<file path="src/rtl/rv_perf_pkg.sv">
// rv_perf_pkg: shared FSM state type and counter index map for the performance monitor
package rv_perf_pkg;
    typedef enum logic [1:0] {IDLE, RUN, STOPPED} perf_state_t;
    localparam int CNT_CYCLES   = 0;
    localparam int CNT_INSTRET  = 1;
    localparam int CNT_EVT_BASE = 2;
endpackage

</file>
<file path="src/rtl/rv_perf_ctr.sv">
// rv_perf_ctr: one wrapping counter with synchronous clear and a sticky wrap flag
module rv_perf_ctr #(
    parameter int CNT_W = 32
) (
    input  logic             clk,
    input  logic             rst,
    input  logic             inc,
    input  logic             clr,
    output logic [CNT_W-1:0] cnt,
    output logic             ovf
);
    // clear beats increment; ovf latches on the all-ones to zero step
    always_ff @(posedge clk or posedge rst) begin
        if (rst) begin
            cnt <= '0;
            ovf <= 1'b0;
        end else if (clr) begin
            cnt <= '0;
            ovf <= 1'b0;
        end else if (inc) begin
            cnt <= cnt + 1'b1;
            if (&cnt) ovf <= 1'b1;
        end
    end
endmodule

</file>
<file path="src/rtl/rv_perf_mon.sv">
// rv_perf_mon: cycle/instret/event counters gated by a start/stop window; PERF_SNAPSHOT_EN adds a readable shadow bank
module rv_perf_mon
    import rv_perf_pkg::*;
#(
    parameter int CNT_W = 32,
    parameter int N_EVT = 4
) (
    input  logic                        clk,
    input  logic                        rst,
    input  logic                        start,
    input  logic                        stop,
    input  logic                        clr,
    input  logic                        we_rf,
    input  logic                        we_mem,
    input  logic [N_EVT-1:0]            evt,
    input  logic                        snap,
    input  logic [$clog2(N_EVT+2)-1:0]  rd_sel,
    output logic [CNT_W-1:0]            rd_data,
    output logic                        running,
    output logic [N_EVT+1:0]            ovf
);
    localparam int N = N_EVT + 2;

    perf_state_t state, state_nxt;
    logic ret, ret_q, en;
    logic [N-1:0] inc;
    logic [CNT_W-1:0] cnt [N];
    logic [CNT_W-1:0] src [N];

    // window FSM state register
    always_ff @(posedge clk or posedge rst) begin
        if (rst) state <= IDLE;
        else     state <= state_nxt;
    end

    // stop dominates start in every state
    always_comb begin
        state_nxt = state;
        if (state == RUN) state_nxt = stop ? STOPPED : RUN;
        else if (start && !stop) state_nxt = RUN;
    end

    // retire history tracks the core in every state so a pre-existing retire is not an edge
    always_ff @(posedge clk or posedge rst) begin
        if (rst) ret_q <= 1'b0;
        else     ret_q <= ret;
    end

    assign ret     = we_rf | we_mem;
    assign en      = (state == RUN);
    assign running = en;
    assign inc     = {evt & {N_EVT{en}}, en & ret & ~ret_q, en};

    genvar g;
    generate
        for (g = 0; g < N; g++) begin : g_ctr
            rv_perf_ctr #(.CNT_W(CNT_W)) u_ctr (
                .clk (clk),
                .rst (rst),
                .inc (inc[g]),
                .clr (clr),
                .cnt (cnt[g]),
                .ovf (ovf[g])
            );
        end
    endgenerate

`ifdef PERF_SNAPSHOT_EN
    logic [CNT_W-1:0] shadow [N];

    // capture the post-update counter values so the snapshot includes this edge's events
    always_ff @(posedge clk or posedge rst) begin
        if (rst) begin
            for (int k = 0; k < N; k++) shadow[k] <= '0;
        end else if (clr) begin
            for (int k = 0; k < N; k++) shadow[k] <= '0;
        end else if (snap) begin
            for (int k = 0; k < N; k++) shadow[k] <= cnt[k] + CNT_W'(inc[k]);
        end
    end

    assign src = shadow;
`else
    logic unused_snap;
    assign unused_snap = snap;
    assign src = cnt;
`endif

    assign rd_data = (int'(rd_sel) < N) ? src[rd_sel] : '0;
endmodule

</file>
<file path="config.mk">
export PLATFORM = sky130hd
export DESIGN_NAME = rv_perf_mon
export DESIGN_NICKNAME = d
export VERILOG_FILES = /design/src/rtl/rv_perf_pkg.sv /design/src/rtl/rv_perf_ctr.sv /design/src/rtl/rv_perf_mon.sv
export SDC_FILE = /design/constraint.sdc
export NUM_CORES = 1
export LEC_CHECK = 0
export ABC_CLOCK_PERIOD_IN_PS = 3000
export BUFFER_PORTS_ARGS = -buffer_cell sky130_fd_sc_hd__buf_4
export CAP_MARGIN = 25
export CORE_MARGIN = 4
export CORE_UTILIZATION = 60
export CTS_BUF_LIST = sky130_fd_sc_hd__clkbuf_8
export DETAILED_ROUTE_END_ITERATION = 6
export PLACE_DENSITY = 0.78
export SYNTH_ARGS = -nofsm -noshare
export SYNTH_HDL_FRONTEND = slang
export SYNTH_HIERARCHICAL = 1
export SYNTH_SLANG_ARGS = --single-unit
</file>
<file path="constraint.sdc">
create_clock -name clk -period 3 [get_ports clk]
set_input_delay 0.15 -clock clk [delete_from_list [all_inputs] [get_ports clk]]
set_output_delay 0.15 -clock clk [all_outputs]
set_load 0.02 [all_outputs]
</file>
==> metrics.md, run 1 <==
| Metric | Value |
|---|---|
| Routed WL per cell | 19.01 µm |
| CP top delay family | simple AND/OR/NAND/NOR gates |
| CTS HTree Levels | 2 |
| Global-route wire length before repair | ~52 mm |
| Core footprint | around 20000 µm² |
| CTS tree | built |
| Met3 usage | 5.372% |
| Max-slew violations | 0 |
| YS warnings | 6 |
| Synth unique cells | 42 |
| Flops & latches, synth | 201 |
| Period utilisation layout | between 80% and 90% |
| Worst EP arrival | ~3 ns |
| Reg2reg start | g_ctr[2].u_ctr/cnt[7]$_DFFE_PP0P_ |
| Util after Layout | roughly two thirds |
| Simple-gate area share of the yosys netlist | approximately a quarter |
| Max incr delay on CP | ~0.96 ns |
| Hold Vio Cnt, Final | 0 |
| Post-synth EDFFs | 0 |
| Crit path buf inv count | 0 |
| Lkg Pwr | approximately 5.7 nW |
| Grt total ovfl | 0 |
| CTS Buffer Depth | 3 |
| Largest family of logic cells by synthesized area | simple AND/OR/NAND/NOR gates |
| Final setup viols | 0 |
| Fin cells | 1669 |
| DR DRC count | 0 |
| Register area share after synthesis | between 30% and 40% |
| Worst setup EP type | register |
| IO Pins | 54 |
| Status | completed |
| Post-route cell area | 14000 µm² |
| Final antenna-violating net count | 0 |
| Async SR Flop Fraction | 100.0% |
| Die X | 153.2 µm |
| Mux contribution to synthesized area | 13.74% |
| Required time worst endpoint | around 3.4 ns |
| Tot Pwr | about 5.7 mW |
| Post-CTS setup buffer count | 0 |
| Syn Inst Count | about 1300 |
| Power density of the placed cells | between 400 and 500 nW/µm² |
| GRT busiest layer | met2 |
| Synth area leader | dfrtp_1 |
| Port Buffers | 52 |
| Slowest CP cell | or4_1 |
| F_max | just under 400 MHz |
| # placed instances | about 1600 |
| Initial cell density of the core | 61.69% |
| Synthesized Nets | ~1400 |
| Dpl cell area | between 10000 and 15000 µm² |
| Die ar. | approximately 23000 µm² |
| # nets final | 1395 |
| Area grow syn2layout | 10.71% |
| Number of global-route vias before repair | around 10000 |
| Synth Area in Adders | less than 1% |
| Placer's final routability congestion estimate | between 0.8 and 0.9 |
| Most frequent cell after synthesis | dfrtp_1 |
| Worst-path fanout max | 28 |
| Hpwl dp | 21.64 mm |
| GR Util met1 | between 30% and 40% |
| Tot GR Track Use | a little over a quarter |
| Reg clk slew, reported paths | about 0.060 ns |
| Num CTS Buffers | 37 |
| Vias per inst | roughly 6.3 |
| Pin count of the biggest net entering global routing | around 140 |
| Setup Crit Path Kind | reg -> reg |
| Post-Syn Area | about 13000 µm² |
| Critical path cell sequence | nand4_2, or4_1, nor4_1, mux2_1 |
| Ys flop type | dfrtp_1 |
| RSZ-0062 raised after global routing | no |
| Startpoint types | register |
| Initial DRC Count | just over 800 |
| Compound-gate portion of the synthesized area | 10.63% |
| Synth top area share | approximately two fifths |
| Main area contributors after synthesis | dfrtp_1 (40%), mux2i_1 (5.5%), nor2_1 (3.8%) |
| Sum Neg Setup Slack | 0 ns |
| Fin crit period | between 2 and 3 ns |
| Hold Crit Class | in -> async |
| Via count | about 10000 |
| Slew headroom | about two fifths |
| Layout cell share with drive strength beyond 1 | 16.58% |
| Met2 Use GR | between 40% and 50% |
| Clk sinks | approximately 200 |
| Slew @ Worst Pin | between 0.8 and 0.9 ns |
| Worst vdd ir | approximately 0.34 mV |
| Pre-antenna DRT Iters | 5 |
| Clock skew | roughly 0.024 ns |
| Avg Synthesized Cell Area | between 9 and 10 µm² |
| Die Height | between 150 and 200 µm |
| # diodes | 0 |
| Initial antenna violation count | 0 |
| Synth cell count leaders | dfrtp_1 (201), nor2_1 (127), nand2_1 (105) |
| Insertion delay to the later sink of the worst-skew pair | ~0.55 ns |
| Max_cap viols | 0 |
| XOR/XNOR Fraction of Synth Area | 4.572% |
| Post-Route WL | around 32 mm |
| Root buffer cell | clkbuf_8 |
| Crit path launch | g_ctr[2].u_ctr/cnt[7]$_DFFE_PP0P_ |
| Row count | between 50 and 60 |
==> power breakdown <==
| part | leakage, nW | total (mW) | internal [mW] | switching [mW] |
|---|---|---|---|---|
| clock | 0.415 | 2.57 | 1.40 | 1.17 |
| combinational | 2.50 | 0.364 | 0.118 | 0.246 |
| sequential | 2.80 | 2.75 | 2.73 | 0.0201 |
==> cell usage in the layout, fill, tap and decap left out, types with 42 or more instances in the layout <==
cell | Yosys | layout
mux2_1 | 42 | 42
inv_1 | 51 | 64
clkbuf_8 | 0 | 48
nor4_1 | 54 | 54
buf_4 | 6 | 83
o31ai_1 | 48 | 48
nor2_1 | 127 | 127
or4_1 | 60 | 60
nand2_1 | 105 | 105
mux2i_1 | 70 | 70
dfrtp_1 | 201 | 201
a21oi_1 | 76 | 76
xnor2_1 | 48 | 48
nor2b_1 | 55 | 55
==> area by class of cell <==
cell class                      instances  area [µm²]
Clock inverter                         17       73.82
Tap cell                              270       337.8
Clock buffer                           47       646.9
Sequential cell                       201        5030
Multi-Input combinational cell        991        6980
Timing Repair Buffer                   92       737.0
Fill cell                            1625        6497
Inverter                               51       191.4
==> flip-flops by register name (all words and copies together) (netlist names) <==
register	flops
g_ctr.u_ctr/cnt	192
state	2
ret_q	1
g_ctr.u_ctr/ovf	6
==> metal layers <==
metal,part of all wire [%],vias up
li1,-,4979
met1,43,5127
met2,47,285
met3,5.8,89
met4,3.9,0
met5,0,-
==> cells by family (layout without fill, tap and decap cells) <==
group           Yosys count  after routing
compound gates          186            186
xor+xnor                 66             66
fa+ha+maj                 6              6
buf+inv                 137            207
flops                   201            201
mux                     156            156
simple gates            577            577
==> through the flow <==
step,setup slack [ns],hold slack [ns]
6_report,0.4094,0.09089
3_5_place_dp,0.4348,0.08485
4_1_cts,0.4137,0.06145
5_1_grt,0.2705,0.09624
3_3_place_gp,0.5310,0.08210
2_1_floorplan,0.5288,-0.09636
==> worst paths after layout <==
path,slack [ns],endpoint,cells after the start
setup / recovery,0.41,g_ctr[2].u_ctr/cnt[26]$_DFFE_PP0P_,4
hold / removal,0.09,ret_q$_DFF_PP0_,3
setup reg to reg,0.41,g_ctr[2].u_ctr/cnt[26]$_DFFE_PP0P_,4
hold reg to reg,0.51,g_ctr[4].u_ctr/ovf$_DFFE_PP0P_,2
max in group asynchronous,2.27,g_ctr[0].u_ctr/cnt[22]$_DFFE_PP0P_,4
min in group clk,0.09,g_ctr[5].u_ctr/cnt[7]$_DFFE_PP0P_,2
==> what timing repair did <==
action	4_1_cts	5_1_grt
hold endpoints to repair	204	0
resized for setup	0	0
hold buffers	6	0
==> worst register-to-register path, stage by stage, from the launching register on <==
cell	delay (ns)
dfrtp_1	0.45
nand4_2	0.20
or4_1	0.96
nor4_1	0.47
mux2_1	0.37
Power figures use the tool's default switching activity.
==> run 2: changes to the inputs <==
Settings changed: BUFFER_PORTS_ARGS -buffer_cell sky130_fd_sc_hd__buf_4 to -buffer_cell sky130_fd_sc_hd__clkbuf_2, SYNTH_HIERARCHICAL 1 to not set.
==> run 2 against run 1 <==
Effect of this change: clock skew down 0.012 ns; sequential cell count is the same; combinational power fell by 12%; area after synthesis decreased by 9.2%; wire length down 13%; cell count down 9.6%; cell area is 8.1% lower; total power grew 5.3%.
==> metrics.md, run 2 <==
| Metric | Value |
|---|---|
| Post-synth EDFFs | 0 |
| YS warnings | 0 |
| Number of global-route vias before repair | 8851 |
| Tot Pwr | between 5 and 6 mW |
| Pre-antenna DRT Iters | 7 |
| CP dominant cell by count | or4_1 |
| # placed instances | ~1400 |
| Startpoint types | register |
| Sum Neg Setup Slack | 0 ns |
| Crit path buf inv count | 1 |
| Reg clk slew, reported paths | approximately 0.060 ns |
| Synth unique cells | 63 |
| Avg Synthesized Cell Area | roughly 9.6 µm² |
| Synth top area share | 43.81% |
| Top flop regs | g_ctr.u_ctr.cnt (192), g_ctr.u_ctr.ovf (6), state (2) |
| Setup Crit Path Kind | reg -> reg |
| Layout cell share with drive strength beyond 1 | approximately 15% |
| F_max | roughly 410 MHz |
| Initial antenna violation count | 0 |
| R2r setup slk | 0.54 ns |
| Power density of the placed cells | about 470 nW/µm² |
| Root buffer cell | clkbuf_8 |
| Status | completed |
| Flops & latches, synth | about 200 |
| Routed WL per cell | around 18 µm |
| Required time worst endpoint | around 3.4 ns |
| Hold Crit Class | in -> reg |
| Worst setup EP type | register |
| Post-CTS setup buffer count | 0 |
| Via count | approximately 9300 |
| Final setup viols | 0 |
| Fin cells | around 1500 |
| DR DRC count | 0 |
| Main area contributors after synthesis | dfrtp_1 (44%), xor2_1 (8.9%), nor2_1 (6.1%) |
| RSZ-0062 raised after global routing | no |
| CTS tree | built |
| # nets final | ~1300 |
| Num CTS Buffers | 37 |
| Pin count of the biggest net entering global routing | between 100 and 150 |
| Fin crit period | between 2 and 2.5 ns |
| Tot GR Track Use | about a quarter |
| Most frequent cells in the layout | dfrtp_1 (201), nor2_1 (186), xor2_1 (117) |
| Max reg flops | about 190 |
| Die ar. | between 20000 and 25000 µm² |
| Period utilisation layout | between 80% and 90% |
| Fillers | approximately 1500 |
| # diodes | 0 |
| Die Height | roughly 150 µm |
| Slowest CP cell | or4_1 |
| Clk sinks | between 200 and 250 |
| Most common library cell in the layout ignoring fill and taps | dfrtp_1 |
| Slew @ Worst Pin | about 0.8 ns |
| Insertion delay to the later sink of the worst-skew pair | 0.52 ns |
| Cts repair resizes | 0 |
| Top reg by flops | g_ctr.u_ctr.cnt |
| CP top delay family | simple AND/OR/NAND/NOR gates |
| Critical path cell sequence | nand2b_4, inv_2, nand2_4, or4_1, or4_1, a21oi_1 |
| Post-Syn Area | roughly 11000 µm² |
| Syn Inst Count | roughly 1200 |
| Worst vdd ir | between 0.2 and 0.3 mV |
| Max incr delay on CP | 0.66 ns |
| Max_cap viols | 0 |
| Synth area leader | dfrtp_1 |
| Register area share after synthesis | between 40% and 50% |
| Hpwl dp | a little under 20 mm |
| Core footprint | roughly 19000 µm² |
| Clock skew | roughly 0.012 ns |
| Area grow syn2layout | 12.07% |
| Worst-path fanout max | 10 |
| FF-to-FF path depth | 6 |
| CTS Hold Bufs | 9 |
| Hold Vio Cnt, Final | 0 |
| Worst Hold Path EP | g_ctr[5].u_ctr.cnt[1]$_DFFE_PP0P_ |
| Grt total ovfl | 0 |
| Synthesized Nets | 1217 |
| Max-slew violations | 0 |
| Die X | 146.3 µm |
| Port Buffers | 52 |
| Placer's final routability congestion estimate | approximately 0.89 |
| Row count | 50 |
| Initial cell density of the core | about three fifths |
| Final antenna-violating net count | 0 |
| Synth cell count leaders | dfrtp_1 (201), nor2_1 (186), xor2_1 (117) |
| Worst EP arrival | 2.90 ns |
| CTS Buffer Depth | 3 |
| Most frequent cell after synthesis | dfrtp_1 |
| Min-Delay Path Depth | 4 |
| R2r endpoint | g_ctr[1].u_ctr.cnt[26]$_DFFE_PP0P_ |
| Vias per inst | just over 6 |
| Worst hold start | evt[3] |
| CTS HTree Levels | 2 |
| Lkg Pwr | 5.472 nW |
| WHS | 0.1206 ns |
| Dpl cell area | ~12000 µm² |
| Reg2reg start | state[1]$_DFFE_PP0P_ |
| IO Pins | 54 |
| Post-Route WL | roughly 28 mm |
| Slew headroom | a little under half |
| Initial DRC Count | 795 |
| Post-route cell area | roughly 13000 µm² |
| Global-route wire length before repair | around 46 mm |
| Ys flop type | dfrtp_1 |
| Async SR Flop Fraction | 100.0% |
[run 2: layout make-up]
| cell class | count | area [µm²] | share of cell area, % |
|---|---|---|---|
| clock buffer | 47 | 646.9 | 5.027 |
| clock inverter | 18 | 181.4 | 1.410 |
| inverter | 49 | 187.7 | 1.458 |
| multi-input combinational | 878 | 5983 | 46.49 |
| sequential | 201 | 5030 | 39.09 |
| tap | 234 | 292.8 | 2.275 |
| timing repair buffer | 81 | 546.8 | 4.249 |
[run 2: through the flow]
| step | util, % | worst slack, ns |
|---|---|---|
| final | 68.57 | 0.5391 |
| after global routing | 68.57 | 0.4286 |
| after CTS | 68.57 | 0.5749 |
| after detailed placement | 63.67 | 0.5908 |
| after global placement | 63.67 | 0.6437 |
| after floorplan | - | 0.2477 |
[run 2: per-layer routing]
metal  share of wire, %  global-route usage (%)
met4                2.5                   7.902
met3                6.8                   4.935
met5                  0                       0
met1                 44                   37.35
met2                 47                   40.70
[run 2: logic make-up (layout without fill, tap and decap cells)]
logic type / after synthesis / in the layout / share of synthesized area (%)
AND/OR/NAND/NOR: 537 / 537 / 23.78
flip-flops: 201 / 201 / 43.81
XOR/XNOR: 160 / 160 / 12.20
buffers and inverters: 117 / 195 / 4.250
AO/OA/AOI/OAI: 108 / 108 / 5.928
multiplexers: 67 / 67 / 9.382
adder cells (fa/ha/maj): 6 / 6 / 0.6538
[run 2: worst max-delay path by stage]
| stage | startpoint | to | slack [ns] | depth (start not counted) |
|---|---|---|---|---|
| 2_1_floorplan | rst | g_ctr[0].u_ctr.cnt[0]$_DFFE_PP0P_ | 0.25 | 1 |
| 4_1_cts | state[1]$_DFFE_PP0P_ | g_ctr[1].u_ctr.cnt[26]$_DFFE_PP0P_ | 0.57 | 6 |
| 5_1_grt | state[1]$_DFFE_PP0P_ | g_ctr[1].u_ctr.cnt[26]$_DFFE_PP0P_ | 0.43 | 6 |
| 3_5_place_dp | state[1]$_DFFE_PP0P_ | g_ctr[1].u_ctr.cnt[26]$_DFFE_PP0P_ | 0.59 | 6 |
| 3_3_place_gp | state[1]$_DFFE_PP0P_ | g_ctr[1].u_ctr.cnt[26]$_DFFE_PP0P_ | 0.64 | 6 |
| 6_report | state[1]$_DFFE_PP0P_ | g_ctr[1].u_ctr.cnt[26]$_DFFE_PP0P_ | 0.54 | 6 |
[run 2: power breakdown]
group | internal [mW] | switching [mW]
logic | 0.101 | 0.220
registers | 2.73 | 0.0304
clock network | 1.75 | 1.15
total | 4.58 | 1.40
[run 2: worst min-delay path, stage by stage]
cell and delay (ns):
clkbuf_2 0.09, nand3b_1 0.16, nand2_1 0.13, a21oi_1 0.07
